## config.mk

```make
export PLATFORM = sky130hd
export DESIGN_NAME = id_ex_control_stage
export DESIGN_NICKNAME = d
export VERILOG_FILES = /design/src/rtl/id_ex_control_stage.sv
export SDC_FILE = /design/constraint.sdc
export NUM_CORES = 1
export LEC_CHECK = 0
export CAP_MARGIN = 30
export CORE_ASPECT_RATIO = 1.1
export CORE_MARGIN = 2
export CORE_UTILIZATION = 45
export DETAILED_ROUTE_END_ITERATION = 7
export GPL_TIMING_DRIVEN = 0
export PLACE_DENSITY = 0.86
export REMOVE_ABC_BUFFERS = 1
export SYNTH_ARGS = -nofsm -noshare
export SYNTH_HDL_FRONTEND = slang
export SYNTH_SLANG_ARGS = --single-unit
```

## constraint.sdc

```tcl
create_clock -name clk -period 2.9 [get_ports clk]
set_input_delay 0.29 -clock clk [delete_from_list [all_inputs] [get_ports clk]]
set_output_delay 0.29 -clock clk [all_outputs]
set_load 0.03 [all_outputs]
```

## src/rtl/id_ex_control_stage.sv

```systemverilog
// ID-stage decoder and ID/EX pipeline register: produces alu_opcode/func and
// main controls for EX, and raises a one-cycle load-use stall request.
module id_ex_control_stage #(
  parameter int DATA_W = 32,
  parameter int REG_AW = 5
) (
  input  logic              clk,
  input  logic              rst_n,
  input  logic              id_valid,
  input  logic [DATA_W-1:0] id_instr,
  input  logic              ex_hold,
  input  logic              ex_flush,
  output logic              id_stall,
  output logic              ex_valid,
  output logic [3:0]        ex_alu_opcode,
  output logic [5:0]        ex_func,
  output logic [REG_AW-1:0] ex_rs,
  output logic [REG_AW-1:0] ex_rt,
  output logic [REG_AW-1:0] ex_wreg,
  output logic [DATA_W-1:0] ex_imm,
  output logic              ex_reg_write,
  output logic              ex_mem_read,
  output logic              ex_mem_write,
  output logic              ex_mem_to_reg,
  output logic              ex_alu_src,
  output logic              ex_branch,
  output logic              ex_jump,
  output logic              ex_jr,
  output logic              illegal_flag
);

  typedef enum logic [5:0] {
    OP_RTYPE = 6'b000000,
    OP_J     = 6'b000010,
    OP_BEQ   = 6'b000100,
    OP_ADDIU = 6'b001001,
    OP_ORI   = 6'b001101,
    OP_LUI   = 6'b001111,
    OP_LW    = 6'b100011,
    OP_SW    = 6'b101011
  } op_e;

  typedef enum logic [5:0] {
    FN_JR   = 6'b001000,
    FN_ADDU = 6'b100001,
    FN_SUBU = 6'b100011
  } fn_e;

  typedef enum logic [3:0] {
    ALU_RTYPE = 4'b0000,
    ALU_ADD   = 4'b0001,
    ALU_SUB   = 4'b0010,
    ALU_LUI   = 4'b0011,
    ALU_OR    = 4'b0100
  } alu_e;

  // Instruction fields
  logic [5:0]        w_op;
  logic [5:0]        w_func;
  logic [REG_AW-1:0] w_rs;
  logic [REG_AW-1:0] w_rt;
  logic [REG_AW-1:0] w_rd;
  logic [15:0]       w_imm16;
  logic [DATA_W-1:0] w_imm_sext;
  logic [DATA_W-1:0] w_imm_zext;
  logic              w_unused;

  assign w_op       = id_instr[31:26];
  assign w_func     = id_instr[5:0];
  assign w_rs       = id_instr[21 +: REG_AW];
  assign w_rt       = id_instr[16 +: REG_AW];
  assign w_rd       = id_instr[11 +: REG_AW];
  assign w_imm16    = id_instr[15:0];
  assign w_imm_sext = {{(DATA_W-16){w_imm16[15]}}, w_imm16};
  assign w_imm_zext = {{(DATA_W-16){1'b0}}, w_imm16};
  assign w_unused   = ^id_instr[10:6];

  // Decoded controls
  alu_e              w_alu_opcode;
  logic [REG_AW-1:0] w_wreg;
  logic [DATA_W-1:0] w_imm;
  logic              w_reg_write;
  logic              w_mem_read;
  logic              w_mem_write;
  logic              w_mem_to_reg;
  logic              w_alu_src;
  logic              w_branch;
  logic              w_jump;
  logic              w_jr;
  logic              w_use_rt;
  logic              w_illegal;

  always_comb begin
    w_alu_opcode = ALU_RTYPE;
    w_wreg       = w_rt;
    w_imm        = w_imm_sext;
    w_reg_write  = 1'b0;
    w_mem_read   = 1'b0;
    w_mem_write  = 1'b0;
    w_mem_to_reg = 1'b0;
    w_alu_src    = 1'b0;
    w_branch     = 1'b0;
    w_jump       = 1'b0;
    w_jr         = 1'b0;
    w_use_rt     = 1'b0;
    w_illegal    = 1'b0;
    case (w_op)
      OP_RTYPE: begin
        w_alu_opcode = ALU_RTYPE;
        w_wreg       = w_rd;
        w_use_rt     = 1'b1;
        case (w_func)
          FN_ADDU, FN_SUBU: w_reg_write = 1'b1;
          FN_JR:            w_jr        = 1'b1;
          default:          w_illegal   = 1'b1;
        endcase
      end
      OP_ADDIU: begin
        w_alu_opcode = ALU_ADD;
        w_alu_src    = 1'b1;
        w_reg_write  = 1'b1;
      end
      OP_ORI: begin
        w_alu_opcode = ALU_OR;
        w_alu_src    = 1'b1;
        w_reg_write  = 1'b1;
        w_imm        = w_imm_zext;
      end
      OP_LUI: begin
        w_alu_opcode = ALU_LUI;
        w_alu_src    = 1'b1;
        w_reg_write  = 1'b1;
        w_imm        = w_imm_zext;
      end
      OP_LW: begin
        w_alu_opcode = ALU_ADD;
        w_alu_src    = 1'b1;
        w_mem_read   = 1'b1;
        w_mem_to_reg = 1'b1;
        w_reg_write  = 1'b1;
      end
      OP_SW: begin
        w_alu_opcode = ALU_ADD;
        w_alu_src    = 1'b1;
        w_mem_write  = 1'b1;
        w_use_rt     = 1'b1;
      end
      OP_BEQ: begin
        w_alu_opcode = ALU_SUB;
        w_branch     = 1'b1;
        w_use_rt     = 1'b1;
      end
      OP_J: begin
        w_alu_opcode = ALU_ADD;
        w_jump       = 1'b1;
      end
      default: w_illegal = 1'b1;
    endcase
  end

  // ID/EX register
  logic              r_valid;
  logic [3:0]        r_alu_opcode;
  logic [5:0]        r_func;
  logic [REG_AW-1:0] r_rs;
  logic [REG_AW-1:0] r_rt;
  logic [REG_AW-1:0] r_wreg;
  logic [DATA_W-1:0] r_imm;
  logic              r_reg_write;
  logic              r_mem_read;
  logic              r_mem_write;
  logic              r_mem_to_reg;
  logic              r_alu_src;
  logic              r_branch;
  logic              r_jump;
  logic              r_jr;
  logic              r_illegal;

  // Only a load already in EX can stall; its bubble clears r_mem_read next cycle.
  logic w_stall;
  logic w_load;

  assign w_stall = id_valid & r_valid & r_mem_read & (r_wreg != '0) &
                   ((w_rs == r_wreg) | (w_use_rt & (w_rt == r_wreg)));
  assign w_load  = id_valid & ~w_illegal & ~ex_flush & ~w_stall;

  always_ff @(posedge clk or negedge rst_n) begin
    if (!rst_n) begin
      r_valid      <= 1'b0;
      r_alu_opcode <= '0;
      r_func       <= '0;
      r_rs         <= '0;
      r_rt         <= '0;
      r_wreg       <= '0;
      r_imm        <= '0;
      r_reg_write  <= 1'b0;
      r_mem_read   <= 1'b0;
      r_mem_write  <= 1'b0;
      r_mem_to_reg <= 1'b0;
      r_alu_src    <= 1'b0;
      r_branch     <= 1'b0;
      r_jump       <= 1'b0;
      r_jr         <= 1'b0;
    end else if (!ex_hold) begin
      r_func       <= w_func;
      r_rs         <= w_rs;
      r_rt         <= w_rt;
      r_wreg       <= w_wreg;
      r_imm        <= w_imm;
      r_valid      <= w_load;
      r_alu_opcode <= w_load ? w_alu_opcode : ALU_RTYPE;
      r_reg_write  <= w_load & w_reg_write;
      r_mem_read   <= w_load & w_mem_read;
      r_mem_write  <= w_load & w_mem_write;
      r_mem_to_reg <= w_load & w_mem_to_reg;
      r_alu_src    <= w_load & w_alu_src;
      r_branch     <= w_load & w_branch;
      r_jump       <= w_load & w_jump;
      r_jr         <= w_load & w_jr;
    end
  end

  always_ff @(posedge clk or negedge rst_n) begin
    if (!rst_n)
      r_illegal <= 1'b0;
    else if (id_valid && w_illegal)
      r_illegal <= 1'b1;
  end

  assign id_stall      = w_stall;
  assign ex_valid      = r_valid;
  assign ex_alu_opcode = r_alu_opcode;
  assign ex_func       = r_func;
  assign ex_rs         = r_rs;
  assign ex_rt         = r_rt;
  assign ex_wreg       = r_wreg;
  assign ex_imm        = r_imm;
  assign ex_reg_write  = r_reg_write;
  assign ex_mem_read   = r_mem_read;
  assign ex_mem_write  = r_mem_write;
  assign ex_mem_to_reg = r_mem_to_reg;
  assign ex_alu_src    = r_alu_src;
  assign ex_branch     = r_branch;
  assign ex_jump       = r_jump;
  assign ex_jr         = r_jr;
  assign illegal_flag  = r_illegal;

endmodule

```

# Word-level counts from Yosys, hierarchy flattened
# Index checks and enable logic that the tools add are counted.
# totals
mem_bits_ro	0
mem_count	0
inputBits	37
ram_bits	0
output_inout_bits	68
wordCells	73
latchBits	0
reg_bits	66
# op_classes
reduce_logical	11
n_mul	0
bitwise_logic	19
eq_ne	12
n_div	0
order_cmp	0
shift	0
add_sub_neg	0
mux	16
# op_table
op	count
2-to-1 mux 32 bit	1
== test 6 x 4 -> 1 bit (second input constant)	4
== test 6 bit (second input constant)	4
bitwise AND 1 bit	15
one-hot mux 3 bit (4 select lines)	1
== test 5 bit	2
2-to-1 mux 1 bit	10
OR reduction 4 bit	2
OR reduction 7 bit	1
== test 6 x 2 -> 1 bit (second input constant)	1
== test 6 x 3 -> 1 bit (second input constant)	1
zero test 6 bit	1
OR reduction 3 bit	2
2-to-1 mux 5 bit	1
nonzero test 5 bit	1
OR reduction 5 bit	1
2-to-1 mux 4 bit	1
one-hot mux 1 bit (2 select lines)	2
OR reduction 2 bit	2
inverter 1 bit	3
logical AND 1 bit	1
OR 1 bit	1

# Longest topological paths before layout
# depth
ltp_word	9
mapped_depth	7
ltp_nobuf	5

# Worst setup path before layout
# No wires, ideal clock.
# synth_timing
path_kind	register to output
startpoint	register r_wreg[3], in the netlist ex_wreg[3]
endpoint	output id_stall
stages_incl_launch_ff	6
t_arrival_ns	1.492
path_buffers	1
setup_slack_ns	1.118
path_cell_list	dfrtp_1 -> xor2_1 -> nor4_1 -> nand3_1 -> o21ai_1 -> buf_4
# synth_between
elab_chain_len	4
elab_cells_between_ends	7
# synth_rtl
element	line	rtl
start, declared	167	logic [REG_AW-1:0] r_wreg;
start signal, assigned	208	r_wreg <= w_wreg;
== test 5 bit	184	((w_rs == r_wreg) | (w_use_rt & (w_rt == r_wreg)));
bitwise AND 1 bit	184	
OR 1 bit	184	
bitwise AND 1 bit *	183	assign w_stall = id_valid & r_valid & r_mem_read & (r_wreg != '0) &
end, declared	13	output logic id_stall,
# Mark *: on every way between the ends. The rest lies on a longest branch, timed or not.

# Worst setup path in the final report
# layout_timing
startpoint	input id_instr[26]
endpoint	output id_stall
# layout_between
elab_chain_len	6
elab_cells_between_ends	8
# layout_rtl
element	line	rtl
start, declared	10	input logic [DATA_W-1:0] id_instr,
== test 6 x 3 -> 1 bit (tied with other cells)	107	case (w_op)
OR reduction 3 bit (no line) *	n/a	
2-to-1 mux 1 bit *	107	
bitwise AND 1 bit *	184	
OR 1 bit *	184	
bitwise AND 1 bit *	183	
# Marked as above.

==> results.ini <==
[place]
port_buffers = 103
placed_cell_area_sq_um = 3180
gp_congestion = 0.792
hpwl_um = 3720

[clock_tree]
clk_pin_slew_ns = 0.09
h-tree-depth = 2
numCtsBuffers = 5
clkSinkCount = 44
postCtsSetupRepairBufs = 0
max-clock-path-buffers = 2
tritoncts = built
cts-root-buf = clkbuf_8
clock_latency_ns = 0.30

[power_and_ir_drop]
powerDensity_nw_per_um2 = 497
switching_share_pct = 30.9
comb_power_share_pct = 29.6
peakVddDrop_mv = 0.248
switchingPower_mw = 0.509
power.leakage_nw = 1.37
intPower_mw = 1.14
p_clk_share_pct = 28.3
p_seq_share_pct = 42.1

[cells_and_area]
postLayoutCellArea_sq_um = 3310
largest_register_ff_count = 12
n_antenna_cell = 0
fin_nets = 330
layout-drive-gt1-share_pct = 15.0
nFillCells = 409
area_growth_pct = 44.2

[die]
io_pins = 105
dieHeight_um = 78.9
die_w_um = 72.1
row_count = 27
fp.dieArea_sq_um = 5690
start_util_pct = 46.3
core-area_sq_um = 4970

[timing]
holdWs_ns = 0.457
max_freq_mhz = 410
drv_slew = 0
tightestPinTransition_ns = 0.937
slew_headroom_pct = 37.5
setup_violations = 0
finalClockSkew_ns = 0.0107
post-route-period-util_pct = 84.1
rsz0062_at_grt = no
hold_viol = 0
final.setup.tns_ns = 0
fin_crit_ns = 2.44

[outcome]
status = completed

[critical_path]
critPathCaptureType = output port
critPathMaxFanout = 12
critical_path.top_delay_family = buffers and inverters
critPathSlowestCell = clkdlybuf4s50_1
path_buf_inv = 2
required_ns = 2.61
cp_cell_sequence = clkdlybuf4s50_1 -> nor4_4 -> a21oi_1 -> o21ai_4 -> dlymetal6s2s_1
startpoint_type = input port
criticalPathCategory = input port to output port
rr_startpoint = ex_wreg[0]
worst_ep_arrival_time_ns = 2.15
slowest_delay_ns = 0.61
critPathLaunch = id_instr[26]

[run]
cap_violations = 0

[drt]
drc = 0
drt_pass1_iterations = 4
vias_per_cell = 5.10
ant_nets = 0
drt-total-wl_um = 5130
vias = 1795
dr.first_iter.drc_count = 107
wire_per_inst_um = 14.6

[global_routing]
grt_pass1_vias = 1697
grt_max_degree = 51
track_usage_pct = 18.6
antenna_found_initial = 0
overflow = 0
grt_first_pass_wirelength_um = 8290

[synthesis]
synth_top_area_share_pct = 47.9
synth_flop_cell = dfrtp_1
synth_common_cells = dfrtp_1, buf_4, mux2_2
syn-cell-area_sq_um = 2300
async_reset_ff_share_pct = 100
yosys.area.top_type = dfrtp_1
ys_warn_count = 0
yosys-top-cells-area = dfrtp_1, mux2_2, buf_4
synth_edf_count = 0
synth_cell_types = 44
synth_most_common_cell = dfrtp_1
synth_seq_cells = 44
syn-instance-count = 215
avgSynthCellArea_sq_um = 10.7
synth-seq-area-share_pct = 47.9

[hold_path]
min_path_type = input port to async pin

## worst register-to-register path, cell delays in order (launching register included)
cell     delay (ns)
dfrtp_1        0.45
xor2_1         0.19
nor4_1         0.27
nand3_1        0.17
o21ai_4        0.34
o21ai_0        0.18
## logic make-up (layout without fill, tap and decap cells)
| family | after synthesis | after routing | share of synthesized area, % |
|---|---|---|---|
| buf+inv | 36 | 115 | 10.3 |
| flops | 44 | 44 | 47.9 |
| xor+xnor | 11 | 11 | 4.19 |
| simple gates | 59 | 59 | 13.9 |
| other cells | 1 | 1 | 0.163 |
| mux | 31 | 31 | 14.9 |
| compound gates | 33 | 33 | 8.61 |
## through the flow
step,power (mW),util [%],setup WS [ns],std cells
global route,1.73,66.7,0.359,352
detailed placement,1.20,64.1,-0.316,343
global placement,1.19,63.9,-0.307,342
floorplan,0.938,-,-0.586,181
finish,1.65,66.7,0.462,352
CTS,1.67,66.7,0.0548,352
## path summary, 6_finish.rpt
kind | end | slack [ns] | cells after the start
max in group asynchronous | ex_imm[10] | 1.94 | 3
min in group clk | illegal_flag | 0.47 | 1
worst min-delay path | ex_rs[0] | 0.46 | 2
worst min register to register | illegal_flag | 0.47 | 1
worst max-delay path | id_stall | 0.46 | 5
worst max register to register | ex_branch | 1.17 | 5
## repair_timing
action	in CTS	in global routing
resized for setup	2	1
gates cloned	0	0
setup endpoints to repair	1	1
endpoints found under the hold margin	16	0
hold buffers	1	0
## power groups by stage
stage / clock network (mW) / logic [mW] / registers (mW)
floorplan: 0 / 0.0850 / 0.853
global route: 0.512 / 0.515 / 0.702
CTS: 0.481 / 0.492 / 0.695
detailed placement: 0 / 0.489 / 0.707
finish: 0.466 / 0.487 / 0.694
global placement: 0 / 0.483 / 0.704
## area by class of cell
class,count,area (sq um),share of cell area (%)
tap,58,72.6,2.19
inverter,2,7.51,0.227
multi-input combinational,135,971,29.3
sequential,44,1100,33.2
clock buffer,6,72.6,2.19
timing repair buffer,105,1050,31.8
clock inverter,2,35.0,1.06
## layer usage
layer / track usage [%] / wire length, um / vias up
li1: - / - / 873
met1: 24.3 / 2220 / 845
met2: 29.8 / 2420 / 72
met3: 5.84 / 439 / 5
met4: 5.09 / 53 / 0
met5: 0 / 0 / -
## cells in the final DEF, fill, tap and decap left out, types with 2 or more instances in the layout
master / count
inv_1: 2
nand3b_1: 2
a21oi_1: 6
nor3_1: 3
dfrtp_1: 44
nor2_1: 10
clkdlybuf4s50_1: 100
nand2_1: 22
mux2_2: 26
o41ai_1: 2
nand3_1: 6
xnor2_1: 3
buf_2: 2
o21ai_0: 14
nor4_1: 2
clkbuf_8: 5
mux2i_1: 5
xor2_1: 8
o21ai_1: 2
No activity file was read; power rests on OpenSTA's default activity.
